**src/rtl/frame_stream_reader.sv**
```systemverilog
// frame_stream_reader
//   Consumer end of the 17-bit pixel queue. Pops words from the queue FIFO,
//   decodes frame/row markers and emits RGB565 pixels with x/y coordinates on
//   a valid/ready stream. Pulses frame_start, frame_done and frame_error.
//
// Ports
//   clk          single clock, also drives the FIFO read port
//   reset_n      synchronous active-low reset
//   queue_empty  FIFO empty flag
//   queue_data   FIFO read data, valid the cycle after queue_rd_en
//   queue_rd_en  FIFO pop request
//   pixel_ready  downstream accepts pixel
//   pixel_valid  pixel output valid
//   pixel_data   RGB565 pixel
//   pixel_x      column of pixel_data
//   pixel_y      row of pixel_data
//   frame_start  one-cycle pulse, frame-start marker consumed
//   frame_done   one-cycle pulse, frame completed
//   frame_error  one-cycle pulse, protocol violation
module frame_stream_reader #(
  parameter int unsigned FRAME_WIDTH       = 480,
  parameter int unsigned FRAME_HEIGHT      = 272,
  parameter logic        EXPECT_EXTRA_DATA = 1'b1
) (
  input  logic        clk,
  input  logic        reset_n,
  input  logic        queue_empty,
  input  logic [16:0] queue_data,
  output logic        queue_rd_en,
  input  logic        pixel_ready,
  output logic        pixel_valid,
  output logic [15:0] pixel_data,
  output logic [10:0] pixel_x,
  output logic [10:0] pixel_y,
  output logic        frame_start,
  output logic        frame_done,
  output logic        frame_error
);

  localparam logic [16:0] WORD_FRAME_START = 17'h10000;
  localparam logic [16:0] WORD_ROW_START   = 17'h10001;
  localparam logic [16:0] WORD_FRAME_END   = 17'h1FFFF;
  localparam logic [10:0] LAST_X           = 11'(FRAME_WIDTH - 1);
  localparam logic [10:0] LAST_Y           = 11'(FRAME_HEIGHT - 1);
  localparam logic [10:0] HEIGHT           = 11'(FRAME_HEIGHT);

  typedef enum logic [1:0] {
    ST_WAIT_FRAME,
    ST_WAIT_ROW,
    ST_PIXELS,
    ST_WAIT_END
  } state_e;

  state_e      state_q;
  logic [10:0] x_q, y_q;

  // Two-entry word buffer plus the word currently in flight from the FIFO.
  logic [16:0] buf0_q, buf1_q, buf0_d, buf1_d;
  logic [1:0]  cnt_q, cnt_d;
  logic        inflight_q;

  logic        pixel_valid_q;
  logic [15:0] pixel_data_q;
  logic [10:0] pixel_x_q, pixel_y_q;
  logic        frame_start_q, frame_done_q, frame_error_q;
  // Output register holds the final pixel of a marker-less frame.
  logic        last_q;

  logic        head_valid;
  logic [16:0] head;
  logic        head_is_pixel;
  logic        out_free;
  logic        pop;
  logic [2:0]  occupancy;

  // When the buffer is empty the arriving FIFO word is consumed directly,
  // giving rd_en -> pixel_valid in two cycles.
  always_comb begin
    head_valid    = (cnt_q != 2'd0) || inflight_q;
    head          = (cnt_q != 2'd0) ? buf0_q : queue_data;
    head_is_pixel = !head[16];
    out_free      = !pixel_valid_q || pixel_ready;
    pop           = head_valid && (!head_is_pixel || out_free);
    occupancy     = 3'(cnt_q) + 3'(inflight_q) - 3'(pop);
    queue_rd_en   = reset_n && !queue_empty && (occupancy < 3'd2);
  end

  // Shift out the popped entry, then append the arriving word unless it was
  // consumed on the bypass path.
  always_comb begin
    buf0_d = buf0_q;
    buf1_d = buf1_q;
    cnt_d  = cnt_q;
    if (pop && (cnt_q != 2'd0)) begin
      buf0_d = buf1_q;
      cnt_d  = cnt_q - 2'd1;
    end
    if (inflight_q && !(pop && (cnt_q == 2'd0))) begin
      if (cnt_d == 2'd0) begin
        buf0_d = queue_data;
      end else begin
        buf1_d = queue_data;
      end
      cnt_d = cnt_d + 2'd1;
    end
  end

  always_ff @(posedge clk) begin
    if (!reset_n) begin
      state_q       <= ST_WAIT_FRAME;
      x_q           <= '0;
      y_q           <= '0;
      buf0_q        <= '0;
      buf1_q        <= '0;
      cnt_q         <= '0;
      inflight_q    <= 1'b0;
      pixel_valid_q <= 1'b0;
      pixel_data_q  <= '0;
      pixel_x_q     <= '0;
      pixel_y_q     <= '0;
      frame_start_q <= 1'b0;
      frame_done_q  <= 1'b0;
      frame_error_q <= 1'b0;
      last_q        <= 1'b0;
    end else begin
      inflight_q    <= queue_rd_en;
      buf0_q        <= buf0_d;
      buf1_q        <= buf1_d;
      cnt_q         <= cnt_d;
      frame_start_q <= 1'b0;
      frame_done_q  <= 1'b0;
      frame_error_q <= 1'b0;

      if (pixel_valid_q && pixel_ready) begin
        pixel_valid_q <= 1'b0;
        last_q        <= 1'b0;
      end

      if (pop) begin
        if (head == WORD_FRAME_START) begin
          // Resynchronise from any state; outside WAIT_FRAME it aborts a frame.
          frame_start_q <= 1'b1;
          frame_error_q <= (state_q != ST_WAIT_FRAME);
          x_q           <= '0;
          y_q           <= '0;
          state_q       <= EXPECT_EXTRA_DATA ? ST_WAIT_ROW : ST_PIXELS;
        end else begin
          case (state_q)
            ST_WAIT_FRAME: ;  // everything else is dropped silently

            ST_WAIT_ROW: begin
              if (head == WORD_ROW_START) begin
                state_q <= ST_PIXELS;
                x_q     <= '0;
              end else if (head == WORD_FRAME_END) begin
                frame_done_q  <= 1'b1;
                frame_error_q <= (y_q < HEIGHT);
                state_q       <= ST_WAIT_FRAME;
              end else begin
                frame_error_q <= 1'b1;
              end
            end

            ST_PIXELS: begin
              if (head_is_pixel) begin
                pixel_valid_q <= 1'b1;
                pixel_data_q  <= head[15:0];
                pixel_x_q     <= x_q;
                pixel_y_q     <= y_q;
                if (x_q == LAST_X) begin
                  x_q <= '0;
                  y_q <= y_q + 11'd1;
                  if (y_q == LAST_Y) begin
                    if (EXPECT_EXTRA_DATA) begin
                      state_q <= ST_WAIT_END;
                    end else begin
                      state_q <= ST_WAIT_FRAME;
                      last_q  <= 1'b1;
                    end
                  end else if (EXPECT_EXTRA_DATA) begin
                    state_q <= ST_WAIT_ROW;
                  end
                end else begin
                  x_q <= x_q + 11'd1;
                end
              end else if (head == WORD_ROW_START) begin
                if (x_q != 11'd0) begin
                  frame_error_q <= 1'b1;
                  y_q           <= y_q + 11'd1;
                  x_q           <= '0;
                end
              end else if (head == WORD_FRAME_END) begin
                frame_done_q  <= 1'b1;
                frame_error_q <= 1'b1;
                state_q       <= ST_WAIT_FRAME;
              end else begin
                frame_error_q <= 1'b1;
              end
            end

            ST_WAIT_END: begin
              if (head == WORD_FRAME_END) begin
                frame_done_q <= 1'b1;
                state_q      <= ST_WAIT_FRAME;
              end else begin
                frame_error_q <= 1'b1;
              end
            end

            default: state_q <= ST_WAIT_FRAME;
          endcase
        end
      end
    end
  end

  assign pixel_valid = pixel_valid_q;
  assign pixel_data  = pixel_data_q;
  assign pixel_x     = pixel_x_q;
  assign pixel_y     = pixel_y_q;
  assign frame_start = frame_start_q;
  assign frame_error = frame_error_q;
  // Without markers the frame ends with the handshake of its last pixel.
  assign frame_done  = frame_done_q || (last_q && pixel_valid_q && pixel_ready);

endmodule
```
**config.mk**
```make
export PLATFORM = sky130hd
export DESIGN_NAME = frame_stream_reader
export DESIGN_NICKNAME = d
export VERILOG_FILES = /design/src/rtl/frame_stream_reader.sv
export SDC_FILE = /design/constraint.sdc
export NUM_CORES = 1
export LEC_CHECK = 0
export ABC_AREA = 1
export BUFFER_PORTS_ARGS = -buffer_cell sky130_fd_sc_hd__buf_2
export CAP_MARGIN = 20
export CORE_MARGIN = 3
export CORE_UTILIZATION = 31
export CTS_BUF_LIST = sky130_fd_sc_hd__clkbuf_4 sky130_fd_sc_hd__clkbuf_8
export CTS_CLUSTER_DIAMETER = 40
export CTS_CLUSTER_SIZE = 30
export DETAILED_ROUTE_END_ITERATION = 7
export PLACE_DENSITY = 0.47
export SYNTH_ARGS = -nofsm -noshare
export SYNTH_HDL_FRONTEND = slang
export SYNTH_SLANG_ARGS = --single-unit
```
**constraint.sdc**
```tcl
create_clock -name clk -period 3.1 [get_ports clk]
set_clock_uncertainty 0.15 [all_clocks]
set_input_delay 0.31 -clock clk [delete_from_list [all_inputs] [get_ports clk]]
set_output_delay 0.31 -clock clk [all_outputs]
set_load 0.01 [all_outputs]
```
* Yosys cells after proc, flatten, opt, wreduce, memory -nomap -nowiden *
Index checks and enable logic that the tools add are counted.

word-level totals
  output and inout bits = 43
  flip-flop bits (word level) = 103
  logic and storage cells = 116

cells by class
  add/subtract/negate cells = 6
  bitwise operators = 5
  eq/ne operators = 15
  muxes and demuxes = 45
  reductions and logical operators = 29
  order comparisons = 2

operators by type and width
  kind                   number
  $mux 11                12
  $mux 17                4
  $eq 17x17->1 const B   3
  $add 11x1->11 const B  2
  $eq 11x9->1 const B    2
  $pmux 11 s2            1
  $mux 2                 9
  $mux 1                 16
  $ne 4x4->1 const B     4
  $lt 11x9->1 const B    1
  $reduce_bool 11->1     1
  $reduce_and 5->1       2
  $reduce_and 4->1       2
  $logic_and 1x1->1      7
  $ne 3x1->1 const B     2
  $pmux 1 s3             2
  $pmux 2 s3             1
  $reduce_bool 2->1      3
  $reduce_bool 3->1      2
  $not 1->1              5
  $eq 2x2->1 const B     2
  $logic_not 2->1        2
  $reduce_and 2->1       2
  $reduce_bool 4->1      1
  other kinds (10)       14

* Logic depth before layout (Yosys ltp) *
Gate-level depths: netlist of run 1.

  depth in word-level cells = 9
  gate-level depth with buffers = 18
  depth with buffers taken out = 17

* Worst setup path after synthesis of run 1 *
No wires, ideal clock.

  path type = register to output
  from = reg cnt_q[1]
  to = out queue_rd_en
  cell stages (with the launch flop) = 16
  data arrival time = 2,882 ps
  data required time = 2,640 ps
  slack = -242 ps
  cell sequence = dfxtp_1 inv_1 ha_1 inv_2 nand2_2 nand2_4 inv_2 nand2_1 o21ai_2 inv_1 buf_2 buf_2 ha_1 nor2_1 fa_1 nor4_1

between the ends
  word-level cells in the longest chain between the ends = 7
  elaborated cells between the ends (all ways) = 9
  those cells by class = 2 x add/sub; 1 x order compare; 1 x mux; 5 x reduce/logical

RTL lines
  what                    RTL line  text
  from (decl)             59        logic [1:0] cnt_q, cnt_d;
  from (signal assigned)  129       cnt_q <= cnt_d;
  $reduce_bool 2->1       79, 80
  $mux 17                 80        head = (cnt_q != 2'd0) ? buf0_q : queue_data;
  $logic_or 1x1->1        83        pop = head_valid && (!head_is_pixel || out_free);
  $logic_and 1x1->1       83
  $sub 3x1->3 *           84        occupancy = 3'(cnt_q) + 3'(inflight_q) - 3'(pop);
  $lt 3x2->1 *            85        queue_rd_en = reset_n && !queue_empty && (occupancy < 3'd2);
  $logic_and 1x1->1 *     85
  to (decl)               29        output logic queue_rd_en,

Mark *: on every way between the ends. The rest lies on a longest branch, timed or not.

* Final worst setup path of run 1 *
  from = reg cnt_q[0]
  to = out queue_rd_en

Same word-level chain as after synthesis.

==> results of run 1 <==
[sequential cells by signal, summed over array words and instances (netlist names)]
| name | count |
|---|---|
| pixel_y | 11 |
| pixel_data | 16 |
| frame_start | 1 |
| buf0_q | 17 |
| x_q | 11 |
| cnt_q | 2 |
| pixel_x | 11 |
| buf1_q | 17 |
| state_q | 2 |
| y_q | 11 |
| inflight_q | 1 |
| pixel_valid | 1 |
| frame_done_q | 1 |
| frame_error | 1 |
[cells by family after synthesis]
logic type / count (synthesis) / share of synthesized area, %
AOI/OAI and AO/OA: 158 / 15.2
xor gates and xnor gates: 9 / 1.44
adders and majority gates: 12 / 2.87
buffers and inverters: 141 / 11.2
DFF: 103 / 37.6
and+or+nand+nor: 391 / 31.7
[power breakdown]
group | switching (uW) | internal, uW | leakage, uW | total (uW)
clock network | 490 | 556 | 0.000122 | 1050
registers | 29.1 | 1390 | 0.000831 | 1420
logic | 1130 | 568 | 0.00176 | 1700
total | 1650 | 2520 | 0.00272 | 4160
[worst paths after layout]
kind                 end          start  cells after the start
max          queue_rd_en       cnt_q[0]                     14
min            buf0_q[9]  queue_data[9]                      3
max reg2reg       y_q[0]       cnt_q[0]                     15
min reg2reg    buf1_q[1]      buf1_q[1]                      2
[Yosys cell counts (3+ instances only)]
master      n
o21ai_0    52
nand2_4     3
nand3_1    31
clkbuf_1   17
nor3_1     17
dfxtp_1   103
buf_6       3
buf_2      14
a21oi_1    91
xor2_1      8
inv_2       4
nand4_1    27
buf_4       6
nand2_1   158
a211oi_1   11
inv_1      94
ha_1       11
nand2_2     6
nand3b_1   14
nor2_1    125
[timing repair]
action | 4_1_cts | 5_1_grt
gates cloned | 0 | 0
setup endpoints to repair | 1 | 1
pin swaps | 4 | 3
buffers inserted | 5 | 2
resized for setup | 4 | 8
hold endpoints to repair | 1 | 0
hold buffers | 1 | 0
[layer usage]
metal	part of all wire [%]	up-vias
li1	-	2742
met1	50	2354
met2	45	92
met3	3.8	18
met4	1.7	0
met5	0	-
[cell type report]
type / instances / area (um2)
clock buffers: 10 / 138
clock inverters: 6 / 108
fillers: 1929 / 10900
inverters: 99 / 374
multi-input cells: 570 / 2880
flip-flops and latches: 103 / 2060
well taps: 225 / 282
repair buffers: 91 / 566
[per-stage QoR]
step	setup WS, ns	hold WS [ns]	std cells	area (um2)	utilization [%]
2_1_floorplan	0.00778	0.239	814	5520	-
6_report	0.110	0.0407	1104	6410	37.1
5_1_grt	-0.0141	0.0312	1104	6410	37.1
4_1_cts	0.00300	0.0163	1102	6360	36.8
3_3_place_gp	0.268	0.289	1080	6060	35.0
3_5_place_dp	0.226	0.294	1080	6060	35.0
[worst min-delay path, stage by stage]
cell,delay (ns)
buf_2,0.10
inv_1,0.07
a21oi_1,0.06
==> impl_metrics.ini, run 1 <==
[status]
outcome = finished, final reports clean

[final_layout]
syn2layout_area_growth_pct = 16.8
drive_above_1_share_pct = 16.3
final_common_cell = nand2_1
diodes = 0
fin_nets = 907
layout_common_cells = nand2_1, nor2_1, dfxtp_1

[critical_path]
critical_path.top_delay_family = adder cells
critical-path-max-stage-delay_ns = 0.49
critical_path.cell_chain = inv_2 > ha_4 > inv_4 > nand2_4 > nand2_4 > inv_2 > nand2_2 > o21ai_2 > inv_2 > ha_4 > nor2_4 > fa_2 > nor4_4 > buf_2
worst-path-max-fanout = 4
end_kind = primary output
cp-start-kind = flop
critPathKind = flop to primary output
regToRegSetupSlack_ns = 0.36
crit_top_cell = inv_2
critPathSlowestCell = fa_2
critPathArrivalTime_ns = 2.53
cp_data_required_time_ns = 2.64
critPathBufInv = 5

[routing]
drtAntennaViolNets = 0
drc = 0
routedWlPerCell_um = 13.5
vias = 5206
via_per_inst = 4.72
drt-pass1-iter-count = 4
totalWireLength_mm = 14.9
drtIter0Drc = 245

[timing]
fin_crit_ns = 2.99
rsz0062_at_grt = yes
finalSetupViolCount = 0
fmax_ghz = 0.334
hold_viol = 0
slew_violations = 0
maxSlewHeadroom_pct = 52.8
finalSetupTns_ns = 0
min_period_over_period_pct = 96.4
worst_pin_slew_ns = 0.703

[yosys]
postSynthAreaPerCell_um2 = 6.74
synth_flop_cell = dfxtp_1
yosys_register_bits = 103
synth.area.top_cells = dfxtp_1, nand2_1, nor2_1
yosysTopAreaCellShare_pct = 37.6
synth_top_cell_by_area = dfxtp_1
postSynth.asyncResetShare_pct = 0
synth.distinct_cells = 35
synth_area_um2 = 5490
ys_seq_area_share_pct = 37.6
synthCells = 814
yosysWarnings = 0
synth_edf_count = 0
synth_nets = 847

[grt]
grt_max_degree = 36
groute.usage.overall_pct = 15.9
grtUsageMet3_pct = 3.03
grt-ovfl-total = 0
grt_pass1_wl_mm = 25.5
grt_util_met1_pct = 21.8
met2_usage_pct = 25.3
antenna_found_initial = 0
grt_pass1_vias = 5082
grt_busiest_layer = met2

[cts]
clockBufferDepth = 2
cts_buffers = 9
htree_levels = 3
clk_pin_slew_ns = 0.11
clock_latency_ns = 0.39
cts_root_buf = clkbuf_8
cts_tree = yes
cts_num_sinks = 103

[flow_run]
drv_cap = 0

[power]
ir_drop_v = 0.000277
leakagePower_uw = 0.00272
p_per_area_nw_per_um2 = 650
fin_total_pwr_uw = 4160

[die]
dieArea_um2 = 19300
start_util_pct = 31.7
die_x_um = 139
rows = 48
die_y_um = 139
core_um2 = 17300
ioPinCount = 64

[placed_design]
gp_congestion = 0.823
portBuffers = 63
hpwl_mm = 10.6

[hold_path]
hold_class = primary input to flop
(Power assumes the default switching activity.)
==> run 2, diff against run 1 <==
MAX_ROUTING_LAYER = met4   (was default)
RECOVER_POWER = 25   (was default)
==> impl_metrics.ini, run 2 (synthesized netlist as in run 1, its figures left out) <==
[status]
outcome = finished, final reports clean

[placed_design]
hpwl_mm = 10.6
gp_congestion = 0.835
portBuffers = 63

[timing]
fmax_ghz = 0.335
slew_violations = 0
finalSetupViolCount = 0
hold_viol = 0
fin_crit_ns = 2.99
rsz0062_at_grt = yes
maxSlewHeadroom_pct = 53.3
min_period_over_period_pct = 96.3
worst_pin_slew_ns = 0.696

[grt]
grt_pass1_wl_mm = 25.5
grt-ovfl-total = 0
antenna_found_initial = 0
grt_max_degree = 36
groute.usage.overall_pct = 16.3
grt_pass1_vias = 5076

[final_layout]
drive_above_1_share_pct = 12.2
layout_common_cells = nand2_1, nor2_1, dfxtp_1
fin_nets = 907
final_common_cell = nand2_1
syn2layout_area_growth_pct = 16.0
diodes = 0
final_util_pct = 36.8
fill_cells = 1948

[hold_path]
min_to = buf0_q[9]
hold_class = primary input to flop
min_path_cells = 3
hp-start = queue_data[9]

[routing]
routedWlPerCell_um = 13.5
via_per_inst = 4.70
drt-pass1-iter-count = 4
totalWireLength_mm = 14.9
drc = 0
drtIter0Drc = 283
vias = 5186
drtAntennaViolNets = 0

[flow_run]
drv_cap = 0

[critical_path]
critPathSlowestCell = fa_2
rr_worst_depth = 15
critPathArrivalTime_ns = 2.53
critPathKind = flop to primary output
critical-path-max-stage-delay_ns = 0.49
crit_top_cell = inv_2
cp-start-kind = flop
worstReg2RegStart = cnt_q[0]
critical_path.cell_chain = inv_2 > ha_4 > inv_4 > nand2_4 > nand2_4 > inv_2 > nand2_2 > o21ai_2 > inv_2 > ha_4 > nor2_4 > fa_2 > nor4_4 > buf_2
cp_data_required_time_ns = 2.64
end_kind = primary output
regToRegSetupSlack_ns = 0.36
worst-path-max-fanout = 4
r2r-end = y_q[0]

[cts]
clk_pin_slew_ns = 0.11
htree_levels = 3
clockBufferDepth = 2
cts_num_sinks = 103
clock_latency_ns = 0.38
cts_root_buf = clkbuf_8
cts_buffers = 9
cts_tree = yes

[die]
die_x_um = 139
ioPinCount = 64
core_um2 = 17300
start_util_pct = 31.7
dieArea_um2 = 19300
rows = 48
die_y_um = 139

[power]
leakagePower_uw = 0.00256
ir_drop_v = 0.000277
p_per_area_nw_per_um2 = 653
fin_total_pwr_uw = 4160
==> run 2: area by class of cell <==
| class | count | area [um2] | share of cell area, % |
|---|---|---|---|
| clock inverters | 6 | 108 | 1.69 |
| inverters | 99 | 374 | 5.88 |
| clock buffers | 10 | 138 | 2.16 |
| multi-input cells | 570 | 2880 | 45.2 |
| repair buffers | 91 | 520 | 8.18 |
| well taps | 225 | 282 | 4.42 |
| flip-flops and latches | 103 | 2060 | 32.4 |
==> run 2: what timing repair did <==
action / CTS / global route
hold buffers: 1 / 0
hold endpoints to repair: 1 / 0
gates resized for setup: 4 / 8
pin swaps: 4 / 3
buffers inserted: 5 / 2
setup endpoints to repair: 1 / 1
==> run 2: layer usage <==
metal,global-route usage (%),wire length (um),vias up
met4,4.89,203,0
met1,21.9,7400,2347
met2,25.2,6770,81
li1,-,-,2743
met3,2.97,558,15
met5,-,0,-
==> run 2: worst max-delay path: cells and delay by family (launching register included) <==
kind	cells	cell delay, ns
adder cells (fa/ha/maj)	3	0.93
buffers and inverters	5	0.41
AND/OR/NAND/NOR	5	0.39
flip-flops	1	0.33
AO/OA/AOI/OAI	1	0.08
==> run 2: worst max-delay path by stage <==
stage	from	to	slack (ns)	cells past startpoint
finish	cnt_q[0]	queue_rd_en	0.11	14
global route	cnt_q[0]	queue_rd_en	-0.01	14
CTS	cnt_q[1]	queue_rd_en	0.003	14
detailed placement	cnt_q[1]	queue_rd_en	0.23	13
global placement	cnt_q[1]	queue_rd_en	0.27	13
floorplan	cnt_q[1]	queue_rd_en	0.008	14
==> run 2: power breakdown <==
part / internal (uW) / leakage (uW) / switching [uW]
sequential: 1390 / 0.000831 / 29.1
combinational: 569 / 0.00160 / 1130
clock: 556 / 0.000122 / 482
==> run 2: through the flow <==
stage / hold WS [ns] / std cells / instance area (um2) / setup TNS [ns] / worst slack (ns)
final: 0.0466 / 1104 / 6360 / 0 / 0.114
after CTS: 0.0163 / 1102 / 6360 / 0 / 0.00300
after global placement: 0.289 / 1080 / 6060 / 0 / 0.268
after detailed placement: 0.294 / 1080 / 6060 / 0 / 0.226
after global routing: 0.0312 / 1104 / 6360 / -0.0141 / -0.0141
after floorplan: 0.239 / 814 / 5520 / 0 / 0.00778
